## config.mk

```make
export PLATFORM = sky130hd
export DESIGN_NAME = mem_arbiter_n_flat
export DESIGN_NICKNAME = d
export VERILOG_FILES = /design/src/rtl/mem_arbiter_n_pkg.sv /design/src/rtl/mem_arbiter_n_if.sv /design/src/rtl/mem_arbiter_n_rr_arbiter.sv /design/src/rtl/mem_arbiter_n.sv /design/src/flat_wrapper.sv
export SDC_FILE = /design/constraint.sdc
export NUM_CORES = 1
export LEC_CHECK = 0
export BUFFER_PORTS_ARGS = -buffer_cell sky130_fd_sc_hd__buf_2
export CAP_MARGIN = 30
export CORE_AREA = 5 5 200 202
export CTS_CLUSTER_DIAMETER = 100
export DETAILED_ROUTE_END_ITERATION = 8
export DIE_AREA = 0 0 205 207
export GPL_ROUTABILITY_DRIVEN = 0
export PLACE_DENSITY = 0.57
export SETUP_SLACK_MARGIN = 0.4
export SYNTH_ARGS = -nofsm -noshare
export SYNTH_HDL_FRONTEND = slang
export SYNTH_SLANG_ARGS = --single-unit
```

## constraint.sdc

```tcl
create_clock -name CLK -period 3.81 [get_ports CLK]
set_input_delay 0.1905 -clock CLK [delete_from_list [all_inputs] [get_ports CLK]]
set_output_delay 0.1905 -clock CLK [all_outputs]
set_load 0.01 [all_outputs]
```

## src/rtl/mem_arbiter_n_pkg.sv

```systemverilog
// Shared types for the N-master memory arbiter: FSM states, response codes
// and the arbitration mode selector.
package mem_pkg;

  typedef enum logic [1:0] {
    ST_IDLE   = 2'd0,
    ST_GRANT  = 2'd1,
    ST_ACCESS = 2'd2,
    ST_RESP   = 2'd3
  } state_t;

  typedef enum logic {
    ARB_RR    = 1'b0,
    ARB_FIXED = 1'b1
  } arb_mode_t;

  localparam logic HRESP_OKAY = 1'b0;
  localparam logic HRESP_ERR  = 1'b1;

endpackage

```

## src/rtl/mem_arbiter_n_if.sv

```systemverilog
// Bus bundles for the arbiter: the AHB-lite-style request side shared by all
// masters, and the single memory port with its ready handshake.
interface mem_ahb_if #(
  parameter int NUM_MASTERS = 2,
  parameter int ADDR_W      = 64,
  parameter int DATA_W      = 64
);
  logic [NUM_MASTERS-1:0]        HTRANS;
  logic [NUM_MASTERS*ADDR_W-1:0] HADDR;
  logic [NUM_MASTERS-1:0]        HWRITE;
  logic [NUM_MASTERS*DATA_W-1:0] HWDATA;
  logic [DATA_W-1:0]             HRDATA;
  logic [NUM_MASTERS-1:0]        HREADY;
  logic                          HRESP;
  logic [NUM_MASTERS-1:0]        stall;

  modport master (output HTRANS, HADDR, HWRITE, HWDATA,
                  input  HRDATA, HREADY, HRESP, stall);
  modport slave  (input  HTRANS, HADDR, HWRITE, HWDATA,
                  output HRDATA, HREADY, HRESP, stall);
endinterface

interface mem_apb_if #(
  parameter int ADDR_W = 64,
  parameter int DATA_W = 64
);
  logic              PSEL;
  logic [ADDR_W-1:0] PADDR;
  logic              PWRITE;
  logic [DATA_W-1:0] PWDATA;
  logic [DATA_W-1:0] PRDATA;
  logic              PREADY;

  modport master (output PSEL, PADDR, PWRITE, PWDATA,
                  input  PRDATA, PREADY);
  modport slave  (input  PSEL, PADDR, PWRITE, PWDATA,
                  output PRDATA, PREADY);
endinterface

```

## src/rtl/mem_arbiter_n_rr_arbiter.sv

```systemverilog
// Combinational request picker: searches upward from the pointer (wrapping)
// in round-robin mode, or from index 0 in fixed-priority mode.
module rr_arbiter
  import mem_pkg::*;
#(
  parameter int NUM_MASTERS = 2,
  parameter int IDX_W       = $clog2(NUM_MASTERS)
) (
  input  logic [NUM_MASTERS-1:0] req,
  input  arb_mode_t              mode,
  input  logic [IDX_W-1:0]       ptr,
  output logic [NUM_MASTERS-1:0] grant,
  output logic [IDX_W-1:0]       idx
);

  logic found;
  int   start;
  int   cand;

  // First requester found from the start position wins; grant stays one-hot
  always_comb begin
    grant = '0;
    idx   = '0;
    found = 1'b0;
    cand  = 0;
    start = (mode == ARB_FIXED) ? 0 : int'(ptr);
    for (int i = 0; i < NUM_MASTERS; i++) begin
      cand = start + i;
      if (cand >= NUM_MASTERS) cand = cand - NUM_MASTERS;
      if (!found && req[cand]) begin
        found       = 1'b1;
        grant[cand] = 1'b1;
        idx         = IDX_W'(cand);
      end
    end
  end

endmodule

```

## src/rtl/mem_arbiter_n.sv

```systemverilog
// N-master memory-port arbiter: one access at a time through
// IDLE -> GRANT -> ACCESS -> RESP, with per-master completion pulse,
// registered read data and a bus-timeout error response.
module mem_arbiter_n
  import mem_pkg::*;
#(
  parameter int NUM_MASTERS = 2,
  parameter int ADDR_W      = 64,
  parameter int DATA_W      = 64,
  parameter int ARB_MODE    = 0,
  parameter int TIMEOUT     = 255
) (
  input  logic     CLK,
  input  logic     reset_n,
  mem_ahb_if.slave ahb,
  mem_apb_if.master apb
);

  localparam int          IDX_W        = $clog2(NUM_MASTERS);
  localparam logic [31:0] TIMEOUT_LAST = (TIMEOUT > 0) ? 32'(TIMEOUT - 1) : 32'd0;

  state_t                 state, state_next;
  arb_mode_t              mode;
  logic [NUM_MASTERS-1:0] win_grant;
  logic [IDX_W-1:0]       win_idx;
  logic [IDX_W-1:0]       rr_ptr;
  logic [IDX_W-1:0]       id_q;
  logic [ADDR_W-1:0]      sel_addr, paddr_q;
  logic [DATA_W-1:0]      sel_wdata, pwdata_q, hrdata_q;
  logic                   sel_write, pwrite_q, hresp_q;
  logic [31:0]            tcount;
  logic                   take_req, finish_ok, finish_err;
  logic [NUM_MASTERS-1:0] hready;

  assign mode = (ARB_MODE == 1) ? ARB_FIXED : ARB_RR;

  rr_arbiter #(.NUM_MASTERS(NUM_MASTERS), .IDX_W(IDX_W)) u_arb (
    .req   (ahb.HTRANS),
    .mode  (mode),
    .ptr   (rr_ptr),
    .grant (win_grant),
    .idx   (win_idx)
  );

  // Route the winning master's request fields using the one-hot grant
  always_comb begin
    sel_addr  = '0;
    sel_wdata = '0;
    sel_write = 1'b0;
    for (int i = 0; i < NUM_MASTERS; i++) begin
      if (win_grant[i]) begin
        sel_addr  = ahb.HADDR[i*ADDR_W +: ADDR_W];
        sel_wdata = ahb.HWDATA[i*DATA_W +: DATA_W];
        sel_write = ahb.HWRITE[i];
      end
    end
  end

  // State register; reset aborts any access in flight without a completion
  always_ff @(posedge CLK or negedge reset_n) begin
    if (!reset_n) state <= ST_IDLE;
    else          state <= state_next;
  end

  // Next-state logic; PREADY only counts once the access phase is reached
  always_comb begin
    state_next = state;
    take_req   = 1'b0;
    finish_ok  = 1'b0;
    finish_err = 1'b0;
    case (state)
      ST_IDLE: begin
        if (|win_grant) begin
          take_req   = 1'b1;
          state_next = ST_GRANT;
        end
      end
      ST_GRANT: state_next = ST_ACCESS;
      ST_ACCESS: begin
        if (apb.PREADY) begin
          finish_ok  = 1'b1;
          state_next = ST_RESP;
        end else if (TIMEOUT != 0 && tcount == TIMEOUT_LAST) begin
          finish_err = 1'b1;
          state_next = ST_RESP;
        end
      end
      ST_RESP: state_next = ST_IDLE;
      default: state_next = ST_IDLE;
    endcase
  end

  // Latch the granted request, track access cycles and capture the response
  always_ff @(posedge CLK or negedge reset_n) begin
    if (!reset_n) begin
      id_q     <= '0;
      rr_ptr   <= '0;
      paddr_q  <= '0;
      pwrite_q <= 1'b0;
      pwdata_q <= '0;
      hrdata_q <= '0;
      hresp_q  <= HRESP_OKAY;
      tcount   <= '0;
    end else begin
      if (take_req) begin
        id_q     <= win_idx;
        paddr_q  <= sel_addr;
        pwrite_q <= sel_write;
        pwdata_q <= sel_wdata;
        rr_ptr   <= (win_idx == IDX_W'(NUM_MASTERS - 1)) ? '0 : win_idx + IDX_W'(1);
      end
      if (state == ST_GRANT) tcount <= '0;
      else if (state == ST_ACCESS && !finish_ok && !finish_err) tcount <= tcount + 32'd1;
      if (finish_ok) begin
        hresp_q <= HRESP_OKAY;
        if (!pwrite_q) hrdata_q <= apb.PRDATA;
      end
      if (finish_err) hresp_q <= HRESP_ERR;
    end
  end

  assign hready     = (state == ST_RESP) ? (NUM_MASTERS'(1) << id_q) : '0;
  assign ahb.HREADY = hready;
  assign ahb.HRDATA = hrdata_q;
  assign ahb.HRESP  = hresp_q;
  assign ahb.stall  = ahb.HTRANS & ~hready;
  assign apb.PSEL   = (state == ST_GRANT) || (state == ST_ACCESS);
  assign apb.PADDR  = paddr_q;
  assign apb.PWRITE = pwrite_q;
  assign apb.PWDATA = pwdata_q;

endmodule

```

## src/flat_wrapper.sv

```systemverilog
// flat-port wrapper written by rule: the top's interface ports become plain ports
module mem_arbiter_n_flat import mem_pkg::*;
#(
  parameter int NUM_MASTERS = 2,
  parameter int ADDR_W      = 64,
  parameter int DATA_W      = 64,
  parameter int ARB_MODE    = 0,
  parameter int TIMEOUT     = 255
)
  (CLK, reset_n, ahb_HTRANS, ahb_HADDR, ahb_HWRITE, ahb_HWDATA, ahb_HRDATA, ahb_HREADY, ahb_HRESP, ahb_stall, apb_PSEL, apb_PADDR, apb_PWRITE, apb_PWDATA, apb_PRDATA, apb_PREADY);
  mem_ahb_if #(.NUM_MASTERS(NUM_MASTERS), .ADDR_W(ADDR_W), .DATA_W(DATA_W)) ahb_i ();
  mem_apb_if #(.ADDR_W(ADDR_W), .DATA_W(DATA_W)) apb_i ();
  input  logic CLK;
  input  logic reset_n;
  input wire logic [$bits(ahb_i.HTRANS)-1:0] ahb_HTRANS;
  input wire logic [$bits(ahb_i.HADDR)-1:0] ahb_HADDR;
  input wire logic [$bits(ahb_i.HWRITE)-1:0] ahb_HWRITE;
  input wire logic [$bits(ahb_i.HWDATA)-1:0] ahb_HWDATA;
  output wire logic [$bits(ahb_i.HRDATA)-1:0] ahb_HRDATA;
  output wire logic [$bits(ahb_i.HREADY)-1:0] ahb_HREADY;
  output wire logic [$bits(ahb_i.HRESP)-1:0] ahb_HRESP;
  output wire logic [$bits(ahb_i.stall)-1:0] ahb_stall;
  output wire logic [$bits(apb_i.PSEL)-1:0] apb_PSEL;
  output wire logic [$bits(apb_i.PADDR)-1:0] apb_PADDR;
  output wire logic [$bits(apb_i.PWRITE)-1:0] apb_PWRITE;
  output wire logic [$bits(apb_i.PWDATA)-1:0] apb_PWDATA;
  input wire logic [$bits(apb_i.PRDATA)-1:0] apb_PRDATA;
  input wire logic [$bits(apb_i.PREADY)-1:0] apb_PREADY;
  assign ahb_i.HTRANS = ahb_HTRANS;
  assign ahb_i.HADDR = ahb_HADDR;
  assign ahb_i.HWRITE = ahb_HWRITE;
  assign ahb_i.HWDATA = ahb_HWDATA;
  assign ahb_HRDATA = ahb_i.HRDATA;
  assign ahb_HREADY = ahb_i.HREADY;
  assign ahb_HRESP = ahb_i.HRESP;
  assign ahb_stall = ahb_i.stall;
  assign apb_PSEL = apb_i.PSEL;
  assign apb_PADDR = apb_i.PADDR;
  assign apb_PWRITE = apb_i.PWRITE;
  assign apb_PWDATA = apb_i.PWDATA;
  assign apb_i.PRDATA = apb_PRDATA;
  assign apb_i.PREADY = apb_PREADY;
  mem_arbiter_n #(.NUM_MASTERS(NUM_MASTERS), .ADDR_W(ADDR_W), .DATA_W(DATA_W), .ARB_MODE(ARB_MODE), .TIMEOUT(TIMEOUT)) u_core (.CLK(CLK), .reset_n(reset_n), .ahb(ahb_i), .apb(apb_i));
endmodule
```

==> results of run 1 <==
state kept, by name (all words and copies together), names as in the netlist:
name,count
u_core.tcount,32
u_core.ahb.HRESP,1
u_core.id_q,1
u_core.rr_ptr,1
u_core.ahb.HRDATA,64
u_core.state,2
u_core.apb.PADDR,64
u_core.apb.PWDATA,64
u_core.apb.PWRITE,1
metrics by stage:
step | util, % | total power, mW | hold slack (ns) | setup WS, ns
2_1_floorplan | - | 6.54 | -0.105 | 1.68
3_3_place_gp | 35.1 | 8.59 | 0.247 | 1.29
3_5_place_dp | 35.1 | 8.70 | 0.253 | 1.23
4_1_cts | 42.6 | 11.4 | 0.0000198 | 1.22
5_1_grt | 42.6 | 11.9 | 0.0142 | 0.976
6_report | 42.6 | 11.3 | 0.0276 | 1.24
layer usage:
layer,wire [um],GRT usage [%],vias up
li1,-,-,4542
met1,15100,20.4,4698
met2,19300,30.4,394
met3,2490,3.11,75
met4,1550,6.49,2
met5,7,0,-
cell usage in the layout (no fill, tap or decap), types with 2 or more instances in the layout:
master,synthesis,layout
nor2b_1,7,7
inv_1,12,12
clkbuf_1,67,3
nor4_1,5,5
nor2_1,16,16
buf_8,0,2
nor4b_1,2,2
or3_1,14,14
xor2_1,2,2
o31ai_1,8,8
buf_2,1,524
dlygate4sd3_1,0,202
and4_1,2,2
xnor2_1,5,5
buf_12,0,4
nor3_1,2,2
mux2_2,67,67
clkbuf_8,0,5
clkinv_2,0,2
nor4_2,2,2
o21ai_0,16,15
and2_1,2,2
a21boi_4,0,2
ha_1,7,6
buf_4,0,11
a22o_1,258,258
dfrtp_1,230,230
or2_2,4,4
nand3_1,8,8
or4_1,7,7
clkbuf_16,0,27
nand2_1,14,14
a21oi_1,27,27
nand4_1,10,10
worst max-delay path: stages, from the launching register on:
cell and delay, ns:
dfrtp_1 0.40, inv_1 0.17, ha_1 0.28, nand2b_1 0.17, nor4_2 0.50, nand4bb_1 0.38
or3_1 0.45, a21oi_1 0.14
path summary, 6_finish.rpt:
| path | from | to | cells past startpoint |
|---|---|---|---|
| setup / recovery | u_core.state[0] | u_core.tcount[31] | 7 |
| max in group asynchronous | reset_n | u_core.apb.PWDATA[15] | 3 |
| hold reg to reg | u_core.ahb.HRDATA[54] | u_core.ahb.HRDATA[54] | 1 |
| min in group asynchronous | reset_n | u_core.ahb.HRDATA[0] | 2 |
| hold / removal | ahb_HWDATA[70] | u_core.apb.PWDATA[6] | 3 |
| setup reg to reg | u_core.state[0] | u_core.tcount[31] | 7 |
final cells by class:
type / instances / area [um2] / share of cell area (%)
Multi-Input combinational cell: 498 / 4120 / 25.4
Timing Repair Buffer: 743 / 4840 / 29.8
Sequential cell: 230 / 5760 / 35.5
Inverter: 12 / 45.0 / 0.278
Clock inverter: 5 / 56.3 / 0.347
Clock buffer: 35 / 756 / 4.66
Antenna cell: 1 / 2.50 / 0.0154
Tap cell: 518 / 648 / 4.00
power by group through the flow:
stage               registers (mW)  logic (mW)  clock network, mW
finish                        4.01        4.87               2.40
global route                  4.13        5.23               2.58
CTS                           4.00        4.94               2.49
detailed placement            4.03        4.67                  0
global placement              4.01        4.58                  0
floorplan                     4.46        2.08                  0
logic make-up (layout without fill, tap and decap cells):
family | Yosys count | after routing | share of synthesized area (%)
AOI/OAI and AO/OA | 316 | 316 | 25.5
xor gates and xnor gates | 7 | 7 | 0.604
adders and majority gates | 7 | 7 | 0.863
buffers and inverters | 83 | 795 | 3.08
DFF | 230 | 230 | 56.7
muxes | 67 | 67 | 7.44
other | 0 | 1 | 0
and+or+nand+nor | 101 | 101 | 5.79
==> impl_metrics.ini, run 1 <==
[yosys]
synth_area_um2 = 10100
netlist.area_leader.share_pct = 56.7
ys_top_cells_by_area = dfrtp_1 57%, a22o_1 22%, mux2_2 7.4%
synth_most_common_cell = a22o_1
yosysSeqAreaShare_pct = 56.7
ys.warnings.count = 0
synth_seq_cells = 230
ys_types = 39
synth_commonest_cells = 258 x a22o_1, 230 x dfrtp_1, 67 x clkbuf_1, 67 x mux2_2, 27 x a21oi_1
syn_avg_cell_area_um2 = 12.5
syn-num-nets = 1145
synth_edf_count = 0
yosysTopAreaCell = dfrtp_1
ys_async_sr_fraction_pct = 100
synth_flop_cell = dfrtp_1
synthCells = 811

[detailed_routing]
via_count = 9711
drtIter0Drc = 481
drc = 0
wirelength_um = 38500
wire_per_inst_um = 18.8
firstDrtPassIters = 5
drtAntennaViolNets = 0
avgViaCountPerCell = 4.76

[die]
row_count = 72
die-area_um2 = 42400
core-area_um2 = 38100
die_x_um = 205
pin_count = 526
die_h_um = 207
initial_core_util_pct = 26.6

[clock_tree]
cts_setup_buffers = 0
cts_buffers = 26
clock_latency_ns = 0.53
hold_buffers = 202
cts_root_buf = clkbuf_16
cts_resized = 0
cts_sinks = 230
cts_tree = done
clk_pin_slew_ns = 0.06
clockBufferDepth = 3
cts.htree.levels = 1

[global_routing]
grt_pass1_vias = 10000
antenna_found_initial = 3
grt_max_degree = 131
grt_pass1_wl_um = 58100
grt_usage_pct = 17.1
grt-ovfl-total = 0

[power_and_ir_drop]
p_comb_share_pct = 43.1
p_sw_mw = 4.04
seqPwrFrac_pct = 35.6
ir_worst_vdd_uv = 344
powerDensity_nw_per_um2 = 695
swShare_pct = 35.8
clockPowerShare_pct = 21.3
power.internal_mw = 7.24
leakagePower_nw = 8.00

[sta]
max_freq_ghz = 0.389
tightest_slew_ns = 0.785
final-max-slew-violation-count = 0
hold_viol = 0
setup_viol = 0
period_minus_slack_ns = 2.57
slew_headroom_pct = 47.7
finClkSkew_ns = 0.0117
tns_ns = 0
rsz0062_at_grt = no
period_share_pct = 67.4

[place]
portBuffers = 525
place_hpwl_um = 27200
post-place-cells = 1799
placed_area_um2 = 13400

[critical_path]
path_class = reg -> reg
rrSetupSlack_ns = 1.24
critPathMaxFanout = 9
cp.required_ns = 4.26
startpoint_type = register
critPathArrivalTime_ns = 3.02
crit_path_end_kind = register

[finish]
design_area_um2 = 16200
syn_to_final_growth_pct = 59.9
nets = 1845
final_layout_size_suffix_gt1_share_pct = 43.1
fin_cells = 2042
fill_cells = 3580

[worst_hold_path]
min_path_type = in -> reg

[outcome]
status = completed

[flow_run]
max_cap_viol_count = 0
Note: power is estimated with default switching activity, not from simulation.
==> run 2, diff against run 1 <==
--- a/config.mk
+++ b/config.mk
@@ -5,14 +5,15 @@
 export SDC_FILE = /design/constraint.sdc
 export NUM_CORES = 1
 export LEC_CHECK = 0
+export ABC_AREA = 1
 export BUFFER_PORTS_ARGS = -buffer_cell sky130_fd_sc_hd__buf_2
 export CAP_MARGIN = 30
-export CORE_AREA = 5 5 200 202
+export CORE_AREA = 5 5 204 206
 export CTS_CLUSTER_DIAMETER = 100
 export DETAILED_ROUTE_END_ITERATION = 8
-export DIE_AREA = 0 0 205 207
+export DIE_AREA = 0 0 209 211
 export GPL_ROUTABILITY_DRIVEN = 0
-export PLACE_DENSITY = 0.57
+export PLACE_DENSITY = 0.6
 export SETUP_SLACK_MARGIN = 0.4
 export SYNTH_ARGS = -nofsm -noshare
 export SYNTH_HDL_FRONTEND = slang
==> constraint.sdc (replaced) <==
create_clock -name CLK -period 2.4 [get_ports CLK]
set_input_delay 0.12 -clock CLK [delete_from_list [all_inputs] [get_ports CLK]]
set_output_delay 0.12 -clock CLK [all_outputs]
set_load 0.01 [all_outputs]
==> impl_metrics.ini, run 2 <==
[finish]
syn_to_final_growth_pct = 64.0
final_layout_size_suffix_gt1_share_pct = 28.6
layout_common_cells = 556 x nand2_1, 524 x buf_2, 321 x dlygate4sd3_1
final_common_cell = nand2_1
fin_cells = 2898
nets = 2681
design_area_um2 = 19200

[place]
placed_area_um2 = 15000
portBuffers = 525
place_hpwl_um = 31100
post-place-cells = 2514

[global_routing]
grt_pass1_vias = 13861
antenna_found_initial = 2
grt_max_degree = 94
grt-ovfl-total = 0
grt_pass1_wl_um = 73200
grt_usage_pct = 20.3

[die]
initial_core_util_pct = 29.6
core-area_um2 = 39500
die_h_um = 211
die-area_um2 = 44100
pin_count = 526
row_count = 73
die_x_um = 209

[sta]
hold_viol = 0
rsz0062_at_grt = yes
max_freq_ghz = 0.546
finClkSkew_ns = 0.0170
period_minus_slack_ns = 1.83
final-max-slew-violation-count = 0
slew_headroom_pct = 57.9
tns_ns = 0
period_share_pct = 76.3
setup_viol = 0
tightest_slew_ns = 0.632

[clock_tree]
clock_latency_ns = 0.56
cts_sinks = 230
cts_buffers = 27
cts_root_buf = clkbuf_16
cts.htree.levels = 1
clk_pin_slew_ns = 0.06
clockBufferDepth = 3
cts_tree = done

[critical_path]
cpMostUsedCell = inv_1
rrSetupSlack_ns = 0.57
r2r-start = u_core.state[0]
reg2regPathDepth = 7
critPathArrivalTime_ns = 2.27
cp.required_ns = 2.84
critPathMaxFanout = 35
slowest_stage = dfrtp_1
path_cells = inv_1, ha_1, nand2_1, inv_1, nand2_4, buf_12, mux2_2
crit_path_end_kind = register
worstReg2RegEnd = u_core.ahb.HRDATA[61]
path_class = reg -> reg
cpPeakStageDelay_ns = 0.40
startpoint_type = register

[yosys]
yosysSeqAreaShare_pct = 49.2
synth_most_common_cell = nand2_1
synthXorXnorAreaFrac_pct = 0.973
synth.area.mux_share_pct = 6.16
synth-compound-area-share_pct = 7.25
synthCells = 1512
ys_types = 26
netlist.area_leader.share_pct = 49.2
ys.warnings.count = 0
synthAdderAreaFrac_pct = 0.749
ys_async_sr_fraction_pct = 100
synth_seq_cells = 230
synth_area_um2 = 11700
synth_edf_count = 0
yosys.area_share.simple_pct = 23.3
yosysTopAreaCell = dfrtp_1
syn-num-nets = 1846
synth_flop_cell = dfrtp_1
ys_top_cells_by_area = dfrtp_1 49%, nand2_1 18%, inv_1 9.6%
synth_commonest_cells = 558 x nand2_1, 298 x inv_1, 230 x dfrtp_1, 129 x o22ai_1, 72 x nor2_1
synth_top_family_by_area = simple AND/OR/NAND/NOR gates
syn_avg_cell_area_um2 = 7.74

[outcome]
status = completed

[detailed_routing]
drtAntennaViolNets = 0
via_count = 13435
wirelength_um = 49300
firstDrtPassIters = 5
wire_per_inst_um = 17.0
avgViaCountPerCell = 4.64
drc = 0
drtIter0Drc = 1034

[worst_hold_path]
min_path_type = in -> reg
holdPathStages = 5
hold_start = ahb_HWDATA[113]
hold_end = u_core.apb.PWDATA[49]

[power_and_ir_drop]
ir_worst_vdd_uv = 731
powerDensity_nw_per_um2 = 924
leakagePower_nw = 10.9

[flow_run]
max_cap_viol_count = 0
==> run 2: power by group <==
part / internal, mW / switching [mW] / total [mW] / leakage (nW)
clock: 2.28 / 1.70 / 3.98 / 0.429
sequential: 5.38 / 0.864 / 6.24 / 2.93
combinational: 3.14 / 4.37 / 7.50 / 7.51
==> run 2: what timing repair did <==
| action | in CTS | in global routing |
|---|---|---|
| gates resized for setup | 0 | 4 |
| hold buffers | 321 | 0 |
| endpoints found under the setup margin | 0 | 53 |
| setup buffers | 0 | 4 |
| endpoints found under the hold margin | 281 | 0 |
==> run 2: per-stage QoR <==
step                      power, mW  util (%)  worst slack (ns)  hold slack (ns)
after floorplan                9.96         -             0.739           -0.176
after global placement         13.0      38.0             0.553            0.160
after detailed placement       13.1      38.0             0.488            0.162
after CTS                      17.7      48.3             0.421          0.00198
after global routing           18.8      48.6             0.397           0.0626
final                          17.7      48.6             0.569           0.0141
==> run 2: kinds of logic (layout without fill, tap and decap cells) <==
kind of cell | Yosys count | count (layout)
flops | 230 | 230
buf+inv | 371 | 1227
xor+xnor | 13 | 13
simple gates | 691 | 691
mux | 64 | 64
other cells | 0 | 5
fa+ha+maj | 7 | 7
compound gates | 136 | 136
==> run 2: area by class of cell <==
cell class / count / area (um2)
multi-input cells: 911 / 4530
flip-flops and latches: 230 / 5760
repair buffers: 877 / 6240
clock inverters: 11 / 80.1
inverters: 300 / 1130
well taps: 525 / 657
diodes: 5 / 12.5
clock buffers: 39 / 781
fillers: 3591 / 20300
==> run 2: worst max-delay path by stage <==
stage	start	slack, ns	end	cells after the start
after floorplan	u_core.state[0]	0.74	u_core.ahb.HRDATA[10]	7
after global placement	u_core.state[0]	0.55	u_core.ahb.HRDATA[29]	7
after detailed placement	u_core.state[0]	0.49	u_core.ahb.HRDATA[47]	7
after CTS	u_core.rr_ptr	0.42	u_core.apb.PADDR[44]	7
after global routing	u_core.tcount[0]	0.40	u_core.tcount[17]	13
final	u_core.state[0]	0.57	u_core.ahb.HRDATA[61]	7
==> run 2: critical path, delay by kind of cell, from the launching register on <==
kind,cells,cell delay [ns]
simple gates,2,0.25
mux,1,0.37
buf+inv,3,0.43
fa+ha+maj,1,0.24
flops,1,0.40
==> run 2: per-layer routing <==
layer	GRT usage [%]	routed length, um	up-vias
met5	0	0	-
met4	9.74	2500	0
met3	5.23	4170	174
met2	34.7	24000	711
met1	23.8	18600	6244
li1	-	-	6306
